<file path="config.mk">
export PLATFORM = sky130hd
export DESIGN_NAME = calc_bcd_display
export DESIGN_NICKNAME = d
export VERILOG_FILES = /design/src/rtl/calc_bcd_display.sv
export SDC_FILE = /design/constraint.sdc
export NUM_CORES = 1
export LEC_CHECK = 0
export CELL_PAD_IN_SITES_DETAIL_PLACEMENT = 2
export CELL_PAD_IN_SITES_GLOBAL_PLACEMENT = 2
export CORE_MARGIN = 5
export CORE_UTILIZATION = 35
export CTS_CLUSTER_SIZE = 12
export DETAILED_ROUTE_END_ITERATION = 10
export GPL_TIMING_DRIVEN = 0
export PLACE_DENSITY = 0.95
export SYNTH_ARGS = -nofsm -noshare
export SYNTH_HDL_FRONTEND = slang
export SYNTH_SLANG_ARGS = --single-unit
</file>
<file path="constraint.sdc">
create_clock -name CLK -period 4.2 [get_ports CLK]
set_input_delay 0.42 -clock CLK [delete_from_list [all_inputs] [get_ports CLK]]
set_output_delay 0.42 -clock CLK [all_outputs]
set_load 0.005 [all_outputs]
</file>
<file path="src/rtl/calc_bcd_display.sv">
// calc_bcd_display
// Display stage for the calculator breadboard.
// Converts an unsigned W-bit result into D packed BCD digits using
// shift-add-3 (double-dabble), one bit per clock. It also produces a
// leading-zero blanking mask and latches the error vector that came with
// the value.
//
// Ports:
//   CLK    in   rising-edge clock
//   RST_N  in   synchronous active-low reset
//   START  in   conversion request; ignored while BUSY=1
//   VAL    in   W-bit unsigned value to convert
//   ERR    in   error vector (bit0 overflow, bit1 divide/mod by zero)
//   BUSY   out  conversion in progress
//   DONE   out  one-cycle pulse when BCD/BLANK/ERRL are updated
//   BCD    out  4*D-bit packed digits; [3:0] is the ones digit
//   BLANK  out  D-bit mask; 1 = leading-zero digit to blank; bit0 is always 0
//   ERRL   out  ERR as captured together with the converted value
module calc_bcd_display #(
    parameter int W = 32,
    parameter int D = 10
) (
    input  logic             CLK,
    input  logic             RST_N,
    input  logic             START,
    input  logic [W-1:0]     VAL,
    input  logic [1:0]       ERR,
    output logic             BUSY,
    output logic             DONE,
    output logic [4*D-1:0]   BCD,
    output logic [D-1:0]     BLANK,
    output logic [1:0]       ERRL
);

    localparam int CW = $clog2(W + 1);

    localparam logic [1:0] ST_IDLE   = 2'd0;
    localparam logic [1:0] ST_SHIFT  = 2'd1;
    localparam logic [1:0] ST_FINISH = 2'd2;

    // Reset value of the blanking mask: every digit blanked except the ones digit.
    localparam logic [D-1:0] BLANK_RST = {{(D-1){1'b1}}, 1'b0};

    logic [1:0]     state_q, state_d;
    logic [W-1:0]   bin_q,   bin_d;
    logic [4*D-1:0] dig_q,   dig_d;
    logic [CW-1:0]  cnt_q,   cnt_d;
    logic [1:0]     err_q,   err_d;
    logic           busy_q,  busy_d;
    logic           done_q,  done_d;
    logic [4*D-1:0] bcd_q,   bcd_d;
    logic [D-1:0]   blank_q, blank_d;
    logic [1:0]     errl_q,  errl_d;

    logic [4*D-1:0] adj_s;
    logic [D-1:0]   blank_s;
    logic           zero_above_s;

    // Add-3 correction on each digit that is >= 5, applied before the shift.
    // A digit never exceeds 9 before correction, so the sum fits in 4 bits.
    always_comb begin
        adj_s = '0;
        for (int k = 0; k < D; k++) begin
            if (dig_q[4*k +: 4] >= 4'd5) begin
                adj_s[4*k +: 4] = dig_q[4*k +: 4] + 4'd3;
            end else begin
                adj_s[4*k +: 4] = dig_q[4*k +: 4];
            end
        end
    end

    // Leading-zero mask: digit k is blanked when it and every digit above it are zero.
    always_comb begin
        blank_s      = '0;
        zero_above_s = 1'b1;
        for (int k = D - 1; k >= 1; k--) begin
            zero_above_s = zero_above_s & (dig_q[4*k +: 4] == 4'd0);
            blank_s[k]   = zero_above_s;
        end
        blank_s[0] = 1'b0;
    end

    // Next-state logic: capture, serial conversion, result publish.
    always_comb begin
        state_d = state_q;
        bin_d   = bin_q;
        dig_d   = dig_q;
        cnt_d   = cnt_q;
        err_d   = err_q;
        busy_d  = busy_q;
        done_d  = 1'b0;
        bcd_d   = bcd_q;
        blank_d = blank_q;
        errl_d  = errl_q;
        case (state_q)
            ST_IDLE: begin
                if (START) begin
                    bin_d  = VAL;
                    err_d  = ERR;
                    dig_d  = '0;
                    cnt_d  = '0;
                    busy_d = 1'b1;
                    // Divide-by-zero has no meaningful value, so skip the conversion.
                    if (ERR[1]) begin
                        state_d = ST_FINISH;
                    end else begin
                        state_d = ST_SHIFT;
                    end
                end else begin
                    state_d = ST_IDLE;
                end
            end
            ST_SHIFT: begin
                // Shift {digits, binary} left by one, using the corrected digits.
                dig_d = {adj_s[4*D-2:0], bin_q[W-1]};
                bin_d = {bin_q[W-2:0], 1'b0};
                cnt_d = cnt_q + {{(CW-1){1'b0}}, 1'b1};
                if (cnt_q == CW'(W - 1)) begin
                    state_d = ST_FINISH;
                end else begin
                    state_d = ST_SHIFT;
                end
            end
            ST_FINISH: begin
                if (err_q[1]) begin
                    bcd_d   = {D{4'hE}};
                    blank_d = '0;
                end else begin
                    bcd_d   = dig_q;
                    blank_d = blank_s;
                end
                errl_d  = err_q;
                done_d  = 1'b1;
                busy_d  = 1'b0;
                state_d = ST_IDLE;
            end
            default: begin
                busy_d  = 1'b0;
                state_d = ST_IDLE;
            end
        endcase
    end

    // State and output registers with synchronous active-low reset.
    always_ff @(posedge CLK) begin
        if (!RST_N) begin
            state_q <= ST_IDLE;
            bin_q   <= '0;
            dig_q   <= '0;
            cnt_q   <= '0;
            err_q   <= 2'b00;
            busy_q  <= 1'b0;
            done_q  <= 1'b0;
            bcd_q   <= '0;
            blank_q <= BLANK_RST;
            errl_q  <= 2'b00;
        end else begin
            state_q <= state_d;
            bin_q   <= bin_d;
            dig_q   <= dig_d;
            cnt_q   <= cnt_d;
            err_q   <= err_d;
            busy_q  <= busy_d;
            done_q  <= done_d;
            bcd_q   <= bcd_d;
            blank_q <= blank_d;
            errl_q  <= errl_d;
        end
    end

    assign BUSY  = busy_q;
    assign DONE  = done_q;
    assign BCD   = bcd_q;
    assign BLANK = blank_q;
    assign ERRL  = errl_q;

endmodule

</file>
* Word level (Yosys, flattened, before mapping)
Cells that the tools add are included.
Widths: inputs -> output; s select.
** Storage, ports and cells
- Bits in registers :: 136
- Input bits :: 37
- Output and inout bits :: 54
- Logic and storage cells :: 83
** Operators by class
- Add/subtract/negate cells :: 11
- $lt $le $gt $ge :: 10
- Equal/unequal tests :: 4
- Mux-type cells :: 25
- Bitwise gates (word level) :: 9
- Reductions and logical operators :: 14
** Operators by type and width (count)
- $mux 40 :: 2
- $pmux 40 s2 :: 1
- $pmux 32 s2 :: 1
- $ge 4x3->1 const B :: 10
- $add 4x2->4 const B :: 9
- $logic_not 4->1 :: 9
- $mux 4 :: 9
- $mux 32 :: 1
- $pmux 6 s2 :: 1
- $mux 10 :: 1
- $and 1x1->1 :: 8
- $add 6x1->6 const B :: 1
- $eq 6x5->1 const B :: 1
- $mux 2 :: 3
- $mux 6 :: 1
- $reduce_and 2->1 :: 3
- $pmux 2 s2 :: 1
- $add 3x2->3 const B :: 1
- $mux 3 :: 1
- $eq 2x1->1 const B :: 1
- $eq 2x2->1 const B :: 1
- $logic_not 2->1 :: 1
- $mux 1 :: 2
- $ne 2x2->1 const B :: 1
- 3 further kinds :: 3

* Logic depth before layout (Yosys ltp)
- Depth after elaboration :: 10
- Depth in mapped cells :: 7
- Gate-level depth less buffers :: 6

* Least setup slack after synthesis
Ideal clock, no wire load.
- Kind :: register to register
- Start point :: register dig_q[16]
- End point :: register blank_q[1] (netlist: BLANK[1])
- Library setup time :: 0.085 ns
- Arrival time :: 2.158 ns
- Data required time :: 4.115 ns
- Path slack :: 1.957 ns
- Stages on the path, launching flop included :: 7
- Buffers on the path :: 0
- Period minus slack after synthesis :: 2.243 ns
- Cells stage by stage :: dfxtp_1 inv_1 ha_1 or3b_1 or4b_4 or4b_4 o31ai_2
** On the way
- Word-level cells in the longest chain between the ends :: 6
** RTL lines
- from (decl) :: RTL line 46 : logic [4*D-1:0] dig_q, dig_d;
- from (signal assigned) :: RTL line 160 : dig_q <= dig_d;
- $logic_not 4->1 :: RTL line 77 : zero_above_s = zero_above_s & (dig_q[4*k +: 4] == 4'd0);
- $and 1x1->1 (4 in a row) :: RTL line 77
- $mux 10 :: RTL line 125 : if (err_q[1]) begin
- to (signal assigned) :: RTL line 166 : blank_q <= blank_d;
- to (decl) :: RTL line 52 : logic [D-1:0] blank_q, blank_d;
No other way between the ends.
A chain may end at the register's enable or synchronous reset.

* Worst setup path in the final report
- Start point :: register state_q[0]
- End point :: register bcd_q[11] (netlist: BCD[11])
** On the way
- Word-level cells in the longest chain between the ends :: 1
** RTL lines
- from (decl) :: RTL line 44 : logic [1:0] state_q, state_d;
- from (signal assigned) :: RTL line 158 : state_q <= state_d;
- $eq 2x2->1 :: RTL line 95 : case (state_q)
- to (signal assigned) :: RTL line 154 : bcd_q <= '0;
- to (signal assigned) :: RTL line 165 : bcd_q <= bcd_d;
- to (decl) :: RTL line 51 : logic [4*D-1:0] bcd_q, bcd_d;
No other way between the ends.

==> key figures <==
Global routing
  • Met1 GRT Util: 30.0%
  • First-pass GRT wire length: between 40000 and 50000 µm
  • Global-route usage over all layers: 26.6%
  • Initial antenna violation count: 0
  • Met3 global-route usage: 5.79%
  • Grt peak-use layer: met2
  • Grt total ovfl: 0
  • Met2 GRT Util: 48.0%
  • Number of global-route vias before repair: between 7k and 8k
  • Largest net degree at the start of global routing: 17

Synthesis
  • Simple-gate area share of the yosys netlist: 18.8%
  • YS warnings: 0
  • Cells after synthesis: 770
  • Post-synth top flop: dfxtp_1
  • FFs w/ async S/R, synth: 0%
  • Sequential share of the synthesized area: between 40 and 50%
  • Post-synthesis mux area share: under 10%
  • Area leader, netlist: dfxtp_1
  • XOR/XNOR share of the synthesized area: 1.54%
  • Post-Synth Adder-Cell Area: 5.99%
  • Top-area cell type share of the netlist area: ~43%
  • Top cells by count, synth: dfxtp_1, nand2_1, o21ai_0
  • Mean area per synthesized cell: 8.14 µm²
  • Yosys cell types: 44
  • Post-synthesis net count: 837
  • Synthesized area: approximately 0.0063 mm²
  • FF+latch count, synth: 135
  • Main combinational cell family by area after synthesis: compound AO/OA/AOI/OAI gates
  • Post-synth EDFFs: 0
  • Compound-Gate Fraction of Synth Area: 24.1%
  • Top-count cell post-synth: dfxtp_1
  • Synth area leaders: dfxtp_1, o21ai_0, nand2_1, a21boi_1, ha_1

Floorplan
  • FP Rows: 49
  • Starting Density: 35.3%
  • I/O pins: 91
  • Total die area: 0.0207 mm²
  • DIE WIDTH: 144 µm
  • Core area: 0.0178 mm²
  • Die H: 144 µm

Clock network
  • Clock-pin slew on the worst setup and hold paths: 0.06 ns
  • Htree depth: 4
  • Longest Clk Path Bufs: 2
  • Root Buffer: clkbuf_16
  • PostCTS Resize Cnt: 0
  • Hold_buf cts: 0
  • Buffer count from post-CTS setup fixing: 0
  • TritonCTS clock tree: built
  • CTS Buf Count: 17
  • Worst skew pair latency: around 0.44 ns
  • CTS Sinks: 135

Cells and area
  • Final Util: a little under half
  • Register area: approximately 0.0027 mm²
  • Share of layout cells above drive strength 1: 5.62%
  • Footprint of the multi-input gates: 0.00327 mm²
  • NumNets Final: 944
  • Design Area, Final: just over 0.008 mm²
  • Filler instances: around 1.9k
  • Antenna cells: 0
  • Area delta synth->final: 28.7%

STA
  • Final Skew: ~0.0090 ns
  • Worst slew margin: 37.8%
  • Fmax: 336 MHz
  • Min Tclk post-route: 2.98 ns
  • Least-Margin Pin Slew: 0.931 ns
  • Fin. max-slew vios: 0
  • RSZ-0062 raised after global routing: false
  • Final Hold Viols: 0
  • Period utilisation layout: 70.9%
  • Setup TNS: 0 ns
  • Setup Viol. Count Final: 0

Route
  • Via Count: between 6k and 7k
  • First-pass DRT Iterations: 5
  • Wirelength per Cell: about 24 µm
  • Iter 0 DRT Violations: 301
  • Vias per std cell: 5.65
  • Routed Antenna Nets: 0
  • Drt drc: 0
  • Total routed wirelength: 26900 µm

Worst setup path
  • CP max stage cell: clkbuf_1
  • Crit path cell chain: clkbuf_1 > inv_2 > nand2_1 > clkbuf_1 > clkbuf_1 > nor3_1 > nor3b_1
  • Setup Crit Path Kind: reg2reg
  • Worst Path Buf+Inv: 4
  • Crit start category: flop
  • CP top delay family: buffers and inverters
  • CP most frequent cell: clkbuf_1
  • CP max FO: 10
  • CP arrival: 3.32 ns
  • Worst setup EP type: flop
  • WP data required: ~4.5 ns
  • Crit path largest cell delay: 0.55 ns

Pwr
  • Net switching power: 0.833 mW
  • Combinational share of power: 9.2%
  • Peak VDD IR: 0.355 mV
  • Leak Pwr: 2.89 nW
  • Pwr dens: 412 mW/mm²
  • Sw Share: 25.0%
  • Clk pwr share: 50.0%
  • Int Pwr: 2.49 mW
  • Reg power frac: 40.8%

Placed design
  • GPL Wtd Cong: 0.803
  • DP Area: 0.00744 mm²
  • Post-DP HPWL: 16500 µm
  • Port bufs: 88

Run
  • Total of max-cap violations: 0

Run status
  • Outcome: finished clean

Worst hold path
  • Worst hold path class: reg2reg
-- cells by family (layout without fill, tap and decap cells) --
family | count (synthesis) | count (layout)
flip-flops | 135 | 135
XOR/XNOR | 11 | 11
AND/OR/NAND/NOR | 249 | 249
multiplexers | 10 | 10
other | 1 | 1
AO/OA/AOI/OAI | 257 | 257
buffers and inverters | 77 | 197
adder cells (fa/ha/maj) | 30 | 30
-- final cells by class --
cell class	instances	area share (%)
Buffer	54	2.56
Inverter	23	1.07
Sequential cell	135	33.5
Multi-Input combinational cell	558	40.6
Timing Repair Buffer	88	10.9
Tap cell	229	3.55
Clock buffer	23	6.05
Clock inverter	9	1.80
-- layer usage --
metal | share of wire (%) | up-vias
li1 | - | 2859
met1 | 40 | 3187
met2 | 52 | 210
met3 | 4.6 | 70
met4 | 3.3 | 0
met5 | 0 | -
-- path summary, 6_finish.rpt --
check	slack (ns)	end	start	cells after the start
min reg2reg	0.46	BCD[29]	BCD[29]	2
max reg2reg	1.22	BCD[11]	state_q[0]	7
max	1.22	BCD[11]	state_q[0]	7
min	0.46	BCD[29]	BCD[29]	2
-- flip-flops by register name, summed over array words and instances (netlist names) --
register	cells
DONE	1
err_q	2
state_q	2
BLANK	9
dig_q	40
cnt_q	6
ERRL	2
bin_q	32
BCD	40
BUSY	1
-- placed cells by master (no fill, tap or decap), types with 3 or more instances in the layout --
| cell | count |
|---|---|
| o311ai_0 | 4 |
| clkbuf_1 | 53 |
| nor2_1 | 43 |
| nand3b_1 | 3 |
| o21ai_1 | 21 |
| or3_1 | 10 |
| mux2_2 | 10 |
| o21ai_0 | 108 |
| a22oi_1 | 5 |
| inv_1 | 21 |
| and2_1 | 10 |
| clkbuf_16 | 17 |
| ha_1 | 30 |
| nand2b_1 | 13 |
| nand2_1 | 110 |
| clkdlybuf4s50_1 | 88 |
| nor2b_1 | 5 |
| dfxtp_1 | 135 |
| clkinv_2 | 5 |
| nor3_1 | 16 |
| bufinv_16 | 4 |
| nand3_1 | 16 |
| o211ai_1 | 8 |
| a21boi_1 | 54 |
| nor3b_1 | 10 |
| a21oi_1 | 43 |
| o22ai_1 | 6 |
| clkbuf_8 | 4 |
| xnor2_1 | 10 |
-- stage by stage --
step	power (mW)	cells	setup WS, ns	hold slack (ns)
CTS	3.33	1119	1.26	0.456
global placement	1.65	1087	1.67	0.440
global route	3.42	1119	1.01	0.471
floorplan	1.53	770	1.96	0.427
finish	3.33	1119	1.22	0.455
detailed placement	1.67	1087	1.49	0.447
-- power groups by stage --
stage | clock network [mW] | registers, mW | logic, mW
finish | 1.66 | 1.36 | 0.304
global route | 1.72 | 1.36 | 0.331
CTS | 1.67 | 1.36 | 0.304
detailed placement | 0 | 1.38 | 0.291
global placement | 0 | 1.38 | 0.274
floorplan | 0 | 1.37 | 0.152
-- worst min-delay path, stage by stage (launching register included) --
cell and delay, ns:
dfxtp_1 0.31, nand2_1 0.05, a21boi_1 0.05
No activity file was read; power rests on OpenSTA's default activity.
